--- src/rtl/alu_op_sequencer.sv ---
// Control-side sequencer for the 32-bit combinational ALU: decodes one instruction per
// handshake, drives the ALU and returns result/flags. ALU_SEQ_SHIFT_EN enables iterative SLL.
module alu_op_sequencer (
  input  logic        clk,
  input  logic        rst_n,
  input  logic        in_valid,
  output logic        in_ready,
  input  logic [5:0]  in_opcode,
  input  logic [5:0]  in_funct,
  input  logic [4:0]  in_shamt,
  input  logic [31:0] in_rs,
  input  logic [31:0] in_rt,
  input  logic [15:0] in_imm,
  output logic [31:0] alu_a,
  output logic [31:0] alu_b,
  output logic [3:0]  alu_cntrl,
  input  logic [31:0] alu_out,
  input  logic        alu_c,
  input  logic        alu_v,
  input  logic        alu_n,
  input  logic        alu_z,
  output logic        res_valid,
  input  logic        res_ready,
  output logic [31:0] res_data,
  output logic        res_c,
  output logic        res_v,
  output logic        res_n,
  output logic        res_z,
  output logic        res_illegal,
  output logic        res_ovf
);
  localparam int unsigned DW = 32;
  localparam int unsigned SW = 5;
  localparam int unsigned CW = 4;

  typedef enum logic [1:0] {S_IDLE = 2'd0, S_EXEC = 2'd1, S_RESP = 2'd2} state_e;
  typedef enum logic [2:0] {K_ARS, K_ARU, K_LOG, K_SLT, K_SLTU, K_SLL} kind_e;

  state_e          state_q, state_d;
  kind_e           kind_q, kind_d;
  logic            in_ready_q, in_ready_d;
  logic [DW-1:0]   alu_a_q, alu_a_d, alu_b_q, alu_b_d;
  logic [CW-1:0]   alu_cntrl_q, alu_cntrl_d;
  logic            res_valid_q, res_valid_d;
  logic [DW-1:0]   res_data_q, res_data_d;
  logic            res_c_q, res_c_d, res_v_q, res_v_d, res_n_q, res_n_d, res_z_q, res_z_d;
  logic            res_illegal_q, res_illegal_d, res_ovf_q, res_ovf_d;
`ifdef ALU_SEQ_SHIFT_EN
  logic [SW-1:0]   cnt_q, cnt_d;
`else
  logic            shamt_unused;
  assign shamt_unused = ^in_shamt;
`endif

  logic            dec_legal;
  kind_e           dec_kind;
  logic [CW-1:0]   dec_cntrl;
  logic [DW-1:0]   dec_a, dec_b, sext_imm, zext_imm;
  logic [DW-1:0]   ex_data;
  logic            ex_c, ex_v, ex_n, ex_z, ex_ovf, lt;

  // Instruction decode to ALU control code, operands and result kind
  always_comb begin
    sext_imm  = {{16{in_imm[15]}}, in_imm};
    zext_imm  = {16'h0000, in_imm};
    dec_legal = 1'b1;
    dec_kind  = K_LOG;
    dec_cntrl = 4'b0000;
    dec_a     = in_rs;
    dec_b     = in_rt;
    case (in_opcode)
      6'h00: begin
        case (in_funct)
          6'h20: begin dec_cntrl = 4'b1010; dec_kind = K_ARS;  end
          6'h21: begin dec_cntrl = 4'b0010; dec_kind = K_ARU;  end
          6'h22: begin dec_cntrl = 4'b1110; dec_kind = K_ARS;  end
          6'h23: begin dec_cntrl = 4'b0110; dec_kind = K_ARU;  end
          6'h24: dec_cntrl = 4'b0000;
          6'h25: dec_cntrl = 4'b0001;
          6'h26: dec_cntrl = 4'b0011;
          6'h27: dec_cntrl = 4'b1100;
          6'h2A: begin dec_cntrl = 4'b1110; dec_kind = K_SLT;  end
          6'h2B: begin dec_cntrl = 4'b0110; dec_kind = K_SLTU; end
`ifdef ALU_SEQ_SHIFT_EN
          // shamt=0 degenerates to rt|0, which behaves exactly like a logical op
          6'h00: begin
            dec_a = in_rt;
            dec_b = '0;
            if (in_shamt == '0) begin
              dec_cntrl = 4'b0001;
              dec_kind  = K_LOG;
            end else begin
              dec_cntrl = 4'b1101;
              dec_kind  = K_SLL;
            end
          end
`endif
          default: dec_legal = 1'b0;
        endcase
      end
      6'h08: begin dec_b = sext_imm; dec_cntrl = 4'b1010; dec_kind = K_ARS;  end
      6'h09: begin dec_b = sext_imm; dec_cntrl = 4'b0010; dec_kind = K_ARU;  end
      6'h0A: begin dec_b = sext_imm; dec_cntrl = 4'b1110; dec_kind = K_SLT;  end
      6'h0B: begin dec_b = sext_imm; dec_cntrl = 4'b0110; dec_kind = K_SLTU; end
      6'h0C: begin dec_b = zext_imm; dec_cntrl = 4'b0000; end
      6'h0D: begin dec_b = zext_imm; dec_cntrl = 4'b0001; end
      6'h0E: begin dec_b = zext_imm; dec_cntrl = 4'b0011; end
      default: dec_legal = 1'b0;
    endcase
  end

  // Result shaping from the ALU outputs for the operation in flight
  always_comb begin
    ex_data = alu_out;
    ex_c    = alu_c;
    ex_v    = alu_v;
    ex_n    = alu_n;
    ex_z    = alu_z;
    ex_ovf  = 1'b0;
    lt      = (kind_q == K_SLT) ? (alu_n ^ alu_v) : alu_c;
    case (kind_q)
      K_ARS:  ex_ovf = alu_v;
      K_ARU:  ex_ovf = 1'b0;
      K_LOG:  begin ex_c = 1'b0; ex_v = 1'b0; end
      K_SLT, K_SLTU: begin
        ex_data = {{(DW-1){1'b0}}, lt};
        ex_z    = ~lt;
        ex_c    = 1'b0;
        ex_v    = 1'b0;
        ex_n    = 1'b0;
      end
      K_SLL:  ex_v = 1'b0;
      default: ex_ovf = 1'b0;
    endcase
  end

  // Next-state and registered-output logic
  always_comb begin
    state_d       = state_q;
    kind_d        = kind_q;
    alu_a_d       = alu_a_q;
    alu_b_d       = alu_b_q;
    alu_cntrl_d   = alu_cntrl_q;
    res_data_d    = res_data_q;
    res_c_d       = res_c_q;
    res_v_d       = res_v_q;
    res_n_d       = res_n_q;
    res_z_d       = res_z_q;
    res_illegal_d = res_illegal_q;
    res_ovf_d     = res_ovf_q;
`ifdef ALU_SEQ_SHIFT_EN
    cnt_d         = cnt_q;
`endif
    case (state_q)
      S_IDLE: begin
        if (in_valid && in_ready_q) begin
          if (dec_legal) begin
            alu_a_d     = dec_a;
            alu_b_d     = dec_b;
            alu_cntrl_d = dec_cntrl;
            kind_d      = dec_kind;
`ifdef ALU_SEQ_SHIFT_EN
            cnt_d       = in_shamt;
`endif
            state_d     = S_EXEC;
          end else begin
            res_data_d    = '0;
            res_c_d       = 1'b0;
            res_v_d       = 1'b0;
            res_n_d       = 1'b0;
            res_z_d       = 1'b0;
            res_ovf_d     = 1'b0;
            res_illegal_d = 1'b1;
            state_d       = S_RESP;
          end
        end
      end
      S_EXEC: begin
        res_data_d    = ex_data;
        res_c_d       = ex_c;
        res_v_d       = ex_v;
        res_n_d       = ex_n;
        res_z_d       = ex_z;
        res_ovf_d     = ex_ovf;
        res_illegal_d = 1'b0;
        state_d       = S_RESP;
`ifdef ALU_SEQ_SHIFT_EN
        // Feed the shifted value back for another shift-by-1 pass
        if (kind_q == K_SLL && cnt_q > SW'(1)) begin
          alu_a_d = alu_out;
          cnt_d   = cnt_q - SW'(1);
          state_d = S_EXEC;
        end
`endif
      end
      S_RESP: begin
        if (res_ready) state_d = S_IDLE;
      end
      default: state_d = S_IDLE;
    endcase
    in_ready_d  = (state_d == S_IDLE);
    res_valid_d = (state_d == S_RESP);
  end

  always_ff @(posedge clk or negedge rst_n) begin
    if (!rst_n) begin
      state_q       <= S_IDLE;
      kind_q        <= K_ARS;
      in_ready_q    <= 1'b0;
      alu_a_q       <= '0;
      alu_b_q       <= '0;
      alu_cntrl_q   <= '0;
      res_valid_q   <= 1'b0;
      res_data_q    <= '0;
      res_c_q       <= 1'b0;
      res_v_q       <= 1'b0;
      res_n_q       <= 1'b0;
      res_z_q       <= 1'b0;
      res_illegal_q <= 1'b0;
      res_ovf_q     <= 1'b0;
`ifdef ALU_SEQ_SHIFT_EN
      cnt_q         <= '0;
`endif
    end else begin
      state_q       <= state_d;
      kind_q        <= kind_d;
      in_ready_q    <= in_ready_d;
      alu_a_q       <= alu_a_d;
      alu_b_q       <= alu_b_d;
      alu_cntrl_q   <= alu_cntrl_d;
      res_valid_q   <= res_valid_d;
      res_data_q    <= res_data_d;
      res_c_q       <= res_c_d;
      res_v_q       <= res_v_d;
      res_n_q       <= res_n_d;
      res_z_q       <= res_z_d;
      res_illegal_q <= res_illegal_d;
      res_ovf_q     <= res_ovf_d;
`ifdef ALU_SEQ_SHIFT_EN
      cnt_q         <= cnt_d;
`endif
    end
  end

  assign in_ready    = in_ready_q;
  assign alu_a       = alu_a_q;
  assign alu_b       = alu_b_q;
  assign alu_cntrl   = alu_cntrl_q;
  assign res_valid   = res_valid_q;
  assign res_data    = res_data_q;
  assign res_c       = res_c_q;
  assign res_v       = res_v_q;
  assign res_n       = res_n_q;
  assign res_z       = res_z_q;
  assign res_illegal = res_illegal_q;
  assign res_ovf     = res_ovf_q;
endmodule
--- config.mk ---
export PLATFORM = sky130hd
export DESIGN_NAME = alu_op_sequencer
export DESIGN_NICKNAME = d
export VERILOG_FILES = /design/src/rtl/alu_op_sequencer.sv
export SDC_FILE = /design/constraint.sdc
export NUM_CORES = 1
export LEC_CHECK = 0
export ABC_AREA = 1
export CAP_MARGIN = 30
export CELL_PAD_IN_SITES_DETAIL_PLACEMENT = 0
export CELL_PAD_IN_SITES_GLOBAL_PLACEMENT = 1
export CORE_UTILIZATION = 32
export CTS_BUF_LIST = sky130_fd_sc_hd__clkbuf_2 sky130_fd_sc_hd__clkbuf_4 sky130_fd_sc_hd__clkbuf_8
export CTS_CLUSTER_SIZE = 40
export DETAILED_ROUTE_END_ITERATION = 7
export GPL_TIMING_DRIVEN = 0
export PLACE_DENSITY_LB_ADDON = 0.1
export SYNTH_ARGS = -nofsm -noshare
export SYNTH_HDL_FRONTEND = slang
export SYNTH_SLANG_ARGS = --single-unit
export TNS_END_PERCENT = 5
--- constraint.sdc ---
create_clock -name clk -period 3.95 [get_ports clk]
set_clock_uncertainty 0.2 [all_clocks]
set_input_delay 1.185 -clock clk [delete_from_list [all_inputs] [get_ports clk]]
set_output_delay 1.185 -clock clk [all_outputs]
set_load 0.01 [all_outputs]
==> results of run 1 <==
==> cell families (layout without fill, tap and decap cells) <==
family | Yosys count | in the layout
DFF | 113 | 113
buffers and inverters | 71 | 343
AOI/OAI and AO/OA | 26 | 26
xor gates and xnor gates | 1 | 1
and+or+nand+nor | 444 | 444
==> cells in the final DEF (no fill, tap or decap), types with 4 or more instances in the layout <==
cell / count
buf_2: 22
clkbuf_1: 9
nand3_1: 121
clkdlybuf4s50_1: 238
nand2_1: 293
inv_1: 29
nor2_1: 15
clkinvlp_4: 6
o21ai_0: 18
buf_4: 4
inv_2: 4
clkbuf_8: 18
dfrtp_1: 113
==> sequential cells by signal, summed over array words and instances (netlist names) <==
| register | count |
|---|---|
| res_v | 1 |
| res_valid | 1 |
| in_ready | 1 |
| alu_a | 32 |
| res_ovf | 1 |
| res_n | 1 |
| kind_q | 3 |
| res_z | 1 |
| res_illegal | 1 |
| state_q | 2 |
| alu_b | 32 |
| res_data | 32 |
| res_c | 1 |
| alu_cntrl | 4 |
==> worst paths after layout <==
check                                      endpoint  depth (start not counted)
setup / recovery              alu_a[30]$_DFFE_PN0P_                         10
hold / removal                alu_a[22]$_DFFE_PN0P_                          2
setup reg to reg            res_data[3]$_DFFE_PN0P_                          5
hold reg to reg               alu_a[22]$_DFFE_PN0P_                          2
max in group asynchronous     alu_b[16]$_DFFE_PN0P_                          2
min in group asynchronous  res_data[25]$_DFFE_PN0P_                          1
==> where the power goes <==
group          internal [µW]  switching, µW  total (µW)
Sequential              1530            216        1750
Clock                    519            523        1040
Combinational            921            800        1720
==> worst max-delay path: cells and delay by family <==
kind / cells / cell delay, ns
simple gates: 7 / 0.93
buf+inv: 3 / 0.90
==> through the flow <==
step                hold slack (ns)  instance area [µm²]
finish                        0.275                 8240
global route                  0.297                 8240
CTS                           0.275                 8240
detailed placement            0.260                 7860
global placement              0.252                 7840
floorplan                     0.264                 5170
==> final cells by class <==
cell class              count  share of cell area, %
plain buffers              38                   2.25
repair buffers            240                   29.4
clock buffers              18                   3.01
well taps                 216                   3.28
flip-flops and latches    113                   34.3
clock inverters            14                   1.61
inverters                  33                   1.50
multi-input cells         471                   24.7
==> routing by layer <==
metal	share of wire (%)	routed length, µm
met1	43	6930
met2	48	7810
met4	2.0	320
met5	0	0
met3	7.4	1200
==> impl_metrics.yaml, run 1 <==
detailed_routing:
  viasPerCell: 4.53
  num_vias: 5179
  avgRoutedWirePerCell_um: 14.2
  drt_iter0_markers: 220
  route.detailed.drc: 0
  drt_wl_total_um: 16300
  dr.pass1.iters: 4
  drtAntennaViolNets: 0
place:
  post-place-cells: 1111
  dp_slack_ns: 0.568
  port_buffers: 239
  place_hpwl_um: 12200
  finalWeightedCongestion: 0.870
clock_network:
  postCtsSetupRepairBufs: 0
  cts_tree: "yes"
  clock_sinks: 113
  cts-root-buf: "clkbuf_8"
  ctsHoldBuffers: 0
  clk_pin_slew_ns: 0.07
  cts_made_buffers: 17
  clkLatencyLatePin_ns: 0.44
  cts_buffer_depth: 2
  htreeDepth: 4
  ctsResizeCount: 0
setup_path:
  rr_startpoint: "state_q[1]$_DFF_PN0_"
  startpoint: "in_opcode[0]"
  crit_fanout: 10
  slowest_stage: "clkdlybuf4s50_1"
  cp.required_ns: 4.08
  critical_path_class: "primary input to flip-flop"
  cp_slowest_stage_delay_ns: 0.47
  reg2reg_setup_slack_ns: 1.98
  worst_setup_path_end_kind: "flip-flop"
  crit_arrival_ns: 3.02
  start_kind: "primary input"
  worstPathCellList: "clkdlybuf4s50_1, nor2_1, nand4_1, inv_2, nand2_2, nand2_4, nand2_2, buf_2, nand2_1, nand2_1"
finish:
  drive_above_1_share_pct: 7.98
  multi_input_area_um2: 2040
  fin_util_pct: 52.1
  area_delta_synth_final_pct: 59.4
  register_area_um2: 2830
  final_cells: 1143
  layout.nets: 1051
  diodes: 0
  fill_cells: 1508
global_route:
  grt_max_degree: 63
  grt_pass1_vias: 5142
  grt_busiest_layer: "met2"
  grt_pass1_wl_um: 25600
  met2_usage_pct: 33.7
  grt_antenna_before_repair: 0
  grt_util_all_layers_pct: 20.1
  use_met3_pct: 6.23
  grt_overflow_total: 0
  globalRouteMet1Util_pct: 24.1
power_and_ir_drop:
  p_leak_uw: 0.00413
  irDropWorstVdd_v: 0.000302
  pwr_density_cell_nw_per_um2: 547
  power_uw: 4510
die:
  initial_utilization_pct: 32.7
  fp.dieH_um: 129
  rows: 46
  fp.dieArea_um2: 16700
  fp.dieW_um: 129
  coreArea_um2: 15800
  pin_count: 245
logic_synthesis:
  synth_fp_nets: 792
  yosys.area.top_type: "dfrtp_1"
  synthArstFlopShare_pct: 100
  synth.top_cells.by_area: "dfrtp_1, nand2_1, nand3_1"
  yosys-mux-area-fraction_pct: 0
  synth_top_family_by_area: "simple AND/OR/NAND/NOR gates"
  synth_seq_cells: 113
  yosys.area_share.adder_pct: 0
  synth.top_cell.area_share_pct: 54.7
  synth_cell_types: 24
  synth_xor_area_share_pct: 0.169
  netlist_area_um2: 5170
  synth_common_cells: "nand2_1, nand3_1, dfrtp_1"
  synth-main-ff-cell: "dfrtp_1"
  yosysMostFrequentCell: "nand2_1"
  synth_compound_area_share_pct: 2.76
  syn_avg_cell_area_um2: 7.90
  ys_warn_count: 0
  synthCells: 655
  synthSimpleGateAreaFrac_pct: 36.4
  synth_edf_count: 0
  seq_area_frac_synth_pct: 54.7
sta:
  setup_tns_ns: 0
  tightest_slew_ns: 0.601
  maxSlewViolCount: 0
  rsz0062_at_grt: "no"
  fmax_ghz: 0.346
  min_period_ns: 2.89
  final_hold_viol_count: 0
  setup_ws_ns: 1.06
  setup_viol: 0
  relSlewSlack_pct: 59.9
  finalCritPeriodShare_pct: 73.2
status:
  outcome: "complete, no violations"
run:
  max_cap_violations: 0
worst_hold_path:
  hp-class: "flip-flop to flip-flop"
  hold_path.startpoint: "alu_a[22]$_DFFE_PN0P_"
(Power assumes the default switching activity.)
==> inputs of run 2 (changes only) <==
- CORE_UTILIZATION: 32 -> 29
- clock period: 3.95 -> 2.9 ns (I/O delays scaled with it)
==> run 2 against run 1 <==
Total power is 41% higher. Critical path depth stayed put. Non-clock buffer count stayed put. Core utilization is 4.2 points lower. Sequential share of layout area is 0.29 points lower. Final cell count is 0.70% higher. Die area is 10% higher. Count of clock-buffer cells in the layout is 3 higher. Final area is 0.87% higher. Register-to-register slack worse by 1.1 ns. Global-route usage is 1.2 points lower. Largest cell class unchanged. Highest routed layer unchanged.
==> impl_metrics.yaml, run 2 (same netlist as run 1, synthesis figures left out) <==
place:
  place_hpwl_um: 12600
  place_area_um2: 7880
  finalWeightedCongestion: 0.802
  port_buffers: 239
  dp_slack_ns: -0.153
setup_path:
  reg2reg_setup_slack_ns: 0.90
  worstPathCellList: "clkdlybuf4s50_1, nor2_1, nand4_1, inv_2, nand2_2, nand2_4, nand2_2, buf_2, nand2_1, nand2_1"
  start_kind: "primary input"
  slowest_stage: "clkdlybuf4s50_1"
  worst_setup_path_end_kind: "flip-flop"
  critical_path_class: "primary input to flip-flop"
  cp_slowest_stage_delay_ns: 0.47
  crit_arrival_ns: 2.68
  cp.required_ns: 3.01
  crit_fanout: 10
clock_network:
  clk_pin_slew_ns: 0.07
  postCtsSetupRepairBufs: 0
  ctsHoldBuffers: 0
  cts-root-buf: "clkbuf_8"
  cts_made_buffers: 17
  cts_buffer_depth: 2
  clock_sinks: 113
  clkLatencyLatePin_ns: 0.43
  htreeDepth: 4
  cts_tree: "yes"
  ctsResizeCount: 0
sta:
  rsz0062_at_grt: "no"
  setup_viol: 0
  finalCritPeriodShare_pct: 88.5
  tightest_slew_ns: 0.593
  fmax_ghz: 0.390
  final_hold_viol_count: 0
  setup_ws_ns: 0.334
  min_period_ns: 2.57
  relSlewSlack_pct: 60.3
  maxSlewViolCount: 0
  setup_tns_ns: 0
finish:
  multi_input_area_um2: 2040
  diodes: 0
  final_cell_mix: "nand2_1, clkdlybuf4s50_1, nand3_1, dfrtp_1, inv_1"
  fin_util_pct: 47.9
  final_cell_area_um2: 8320
  fill_cells: 1725
  register_area_um2: 2830
  area_delta_synth_final_pct: 60.8
  final_common_cell: "nand2_1"
  layout.nets: 1051
  drive_above_1_share_pct: 7.88
die:
  pin_count: 245
  initial_utilization_pct: 29.8
  fp.dieArea_um2: 18400
  rows: 48
  fp.dieW_um: 136
  coreArea_um2: 17400
  fp.dieH_um: 136
global_route:
  grt_overflow_total: 0
  grt_antenna_before_repair: 0
  grt_util_all_layers_pct: 18.9
  grt_max_degree: 76
  grt_pass1_wl_um: 26600
  grt_pass1_vias: 5192
detailed_routing:
  drtAntennaViolNets: 0
  route.detailed.drc: 0
  avgRoutedWirePerCell_um: 14.4
  met2_length_um: 7910
  drt_iter0_markers: 177
  dr.pass1.iters: 4
  viasPerCell: 4.50
  wl_met3_um: 1320
  highest_layer: "met4"
  drt_wl_total_um: 16600
  wl_met1_um: 7120
  num_vias: 5185
power_and_ir_drop:
  power_uw: 6380
  pwr_density_cell_nw_per_um2: 767
  p_leak_uw: 0.00417
  irDropWorstVdd_v: 0.000391
status:
  outcome: "complete, no violations"
run:
  max_cap_violations: 0
worst_hold_path:
  hp-class: "primary input to async pin"
-- run 2: changes by cell type in the layout (fill, tap and decap cells not counted) --
| cell | delta |
|---|---|
| bufinv_16 | +3 |
| clkinvlp_4 | -3 |
| clkinv_2 | +2 |
| clkinv_4 | -3 |
| clkbuf_4 | +1 |
| inv_6 | -3 |
| clkbuf_8 | +2 |
-- run 2: where the power goes --
part	internal [µW]	switching, µW	total, µW
Clock	1000	648	1650
Combinational	1250	1090	2350
Sequential	2090	294	2380
-- run 2: stage by stage --
stage / hold WS, ns / std cells
after floorplan: 0.264 / 655
after global routing: 0.112 / 1151
after detailed placement: 0.259 / 1120
final: 0.127 / 1151
after CTS: 0.106 / 1151
after global placement: 0.254 / 1119
-- run 2: worst paths after layout --
| check | start | endpoint | depth (start not counted) |
|---|---|---|---|
| max | in_opcode[0] | alu_a[27]$_DFFE_PN0P_ | 10 |
| min in group clk | alu_b[15]$_DFFE_PN0P_ | alu_b[15]$_DFFE_PN0P_ | 2 |
| min reg2reg | alu_b[15]$_DFFE_PN0P_ | alu_b[15]$_DFFE_PN0P_ | 2 |
| min | rst_n | res_data[30]$_DFFE_PN0P_ | 1 |
| max in group asynchronous | rst_n | alu_b[27]$_DFFE_PN0P_ | 2 |
| max reg2reg | state_q[1]$_DFF_PN0_ | res_data[1]$_DFFE_PN0P_ | 5 |
-- run 2: final cells by class --
class	instances	area share (%)
flip-flops and latches	113	34.0
repair buffers	240	29.1
multi-input cells	471	24.5
clock buffers	21	3.40
well taps	225	3.39
plain buffers	38	2.23
clock inverters	10	1.90
inverters	33	1.49
-- run 2: critical path, delay by kind of cell --
| family | cells | cell delay [ns] |
|---|---|---|
| AND/OR/NAND/NOR | 7 | 0.91 |
| buffers and inverters | 3 | 0.89 |
-- run 2: per-layer routing --
| metal | GRT usage (%) | vias up |
|---|---|---|
| met2 | 31.3 | 180 |
| met1 | 22.9 | 2385 |
| met4 | 6.49 | 0 |
| li1 | - | 2599 |
| met5 | 0 | - |
| met3 | 6.51 | 21 |
==> inputs of run 3 (changes only) <==
- GPL_ROUTABILITY_DRIVEN: not set -> 0
- GPL_TIMING_DRIVEN: 0 -> not set
- SETUP_SLACK_MARGIN: not set -> 0.15
==> run 3 against run 2 <==
Non-clock buffer count decreased by 26. Via count is 2.9% lower. Sequential power about the same. Worst setup slack gained 0.13 ns. Critical endpoint is now alu_b[17]. Largest power group unchanged.
==> impl_metrics.yaml, run 3 (same netlist as run 1, synthesis figures left out) <==
setup_path:
  r2r_end: "res_z$_DFFE_PN0P_"
  cp.required_ns: 1.83
  rr_startpoint: "kind_q[2]$_DFFE_PN0P_"
  slowest_stage: "clkdlybuf4s50_1"
  reg2reg_depth: 8
  critical_path.top_delay_family: "buffers and inverters"
  path_buf_inv: 1
  crit_arrival_ns: 1.37
  worstPathCellList: "clkdlybuf4s50_1"
  cp_slowest_stage_delay_ns: 0.59
  worst_setup_path_end_kind: "primary output"
  startpoint: "alu_b[17]$_DFFE_PN0P_"
  critical_path_class: "flip-flop to primary output"
  crit_fanout: 2
  start_kind: "flip-flop"
  reg2reg_setup_slack_ns: 1.09
place:
  dp_slack_ns: 0.0819
  place_hpwl_um: 10600
  port_buffers: 239
  place_area_um2: 7860
finish:
  final_cell_area_um2: 8280
  final_common_cell: "nand2_1"
  fill_cells: 1690
  drive_above_1_share_pct: 6.66
  layout.nets: 1025
  final_cell_mix: "nand2_1, clkdlybuf4s50_1, nand3_1, dfrtp_1, inv_1"
  diodes: 0
  area_delta_synth_final_pct: 60.0
sta:
  setup_ws_ns: 0.461
  maxSlewViolCount: 0
  tightest_slew_ns: 0.673
  rsz0062_at_grt: "no"
  final_hold_viol_count: 0
  setup_tns_ns: 0
  setup_viol: 0
  fmax_ghz: 0.410
  finalCritPeriodShare_pct: 84.1
  relSlewSlack_pct: 55.2
  min_period_ns: 2.44
global_route:
  grt_max_degree: 114
  grt_util_all_layers_pct: 17.7
  grt_pass1_wl_um: 25100
  grt_antenna_before_repair: 0
  grt_pass1_vias: 4945
  grt_overflow_total: 0
clock_network:
  cts-root-buf: "clkbuf_8"
  htreeDepth: 4
  ctsHoldBuffers: 0
  postCtsSetupRepairBufs: 0
  cts_tree: "yes"
  clk_pin_slew_ns: 0.08
  cts_buffer_depth: 2
  ctsResizeCount: 0
  clock_sinks: 113
  cts_made_buffers: 17
  clkLatencyLatePin_ns: 0.43
worst_hold_path:
  hp-class: "primary input to async pin"
detailed_routing:
  viasPerCell: 4.47
  drtAntennaViolNets: 0
  num_vias: 5035
  dr.pass1.iters: 4
  avgRoutedWirePerCell_um: 13.9
  drt_wl_total_um: 15700
  drt_iter0_markers: 186
  route.detailed.drc: 0
die:
  initial_utilization_pct: 29.8
  pin_count: 245
  coreArea_um2: 17400
  rows: 48
  fp.dieArea_um2: 18400
  fp.dieW_um: 136
  fp.dieH_um: 136
power_and_ir_drop:
  pwr_density_cell_nw_per_um2: 756
  p_leak_uw: 0.00412
  irDropWorstVdd_v: 0.000330
status:
  outcome: "complete, no violations"
run:
  max_cap_violations: 0
-- run 3: cell count changes in the layout (fill, tap and decap cells not counted), moves of 3 or more --
cell and change:
buf_1 -3, buf_12 +8, buf_2 -22, clkbuf_1 -9, clkinv_2 -3, clkinv_4 +3
-- run 3: power breakdown --
| part | switching, µW | internal [µW] |
|---|---|---|
| Clock | 709 | 822 |
| Combinational | 1070 | 1280 |
| Sequential | 283 | 2090 |
-- run 3: worst max-delay path by stage --
| stage | cells past startpoint | endpoint |
|---|---|---|
| floorplan | 9 | alu_a[28]$_DFFE_PN0P_ |
| global placement | 10 | alu_cntrl[1]$_DFFE_PN0P_ |
| detailed placement | 10 | alu_a[10]$_DFFE_PN0P_ |
| CTS | 1 | alu_b[31] |
| global route | 9 | alu_cntrl[2]$_DFFE_PN0P_ |
| finish | 1 | alu_b[17] |
-- run 3: through the flow --
stage	total power, µW	utilization [%]	hold WS (ns)	instances
finish	6260	47.7	0.267	1126
global route	6690	47.7	0.291	1126
CTS	6370	47.7	0.276	1126
detailed placement	4790	45.3	0.258	1094
global placement	4760	45.3	0.254	1094
floorplan	3270	-	0.264	655
-- run 3: final cells by class --
class / count / area (µm²) / share of cell area, %
clock buffer: 19 / 262 / 3.16
inverter: 33 / 124 / 1.50
clock inverter: 13 / 153 / 1.84
timing repair buffer: 252 / 2590 / 31.3
sequential: 113 / 2830 / 34.2
tap: 225 / 282 / 3.40
multi-input combinational: 471 / 2040 / 24.7
-- run 3: routing by layer --
layer	global-route usage, %	share of wire, %
met1	21.5	44
met2	29.0	48
met3	6.21	7.6
met4	6.18	1.1
met5	0	0
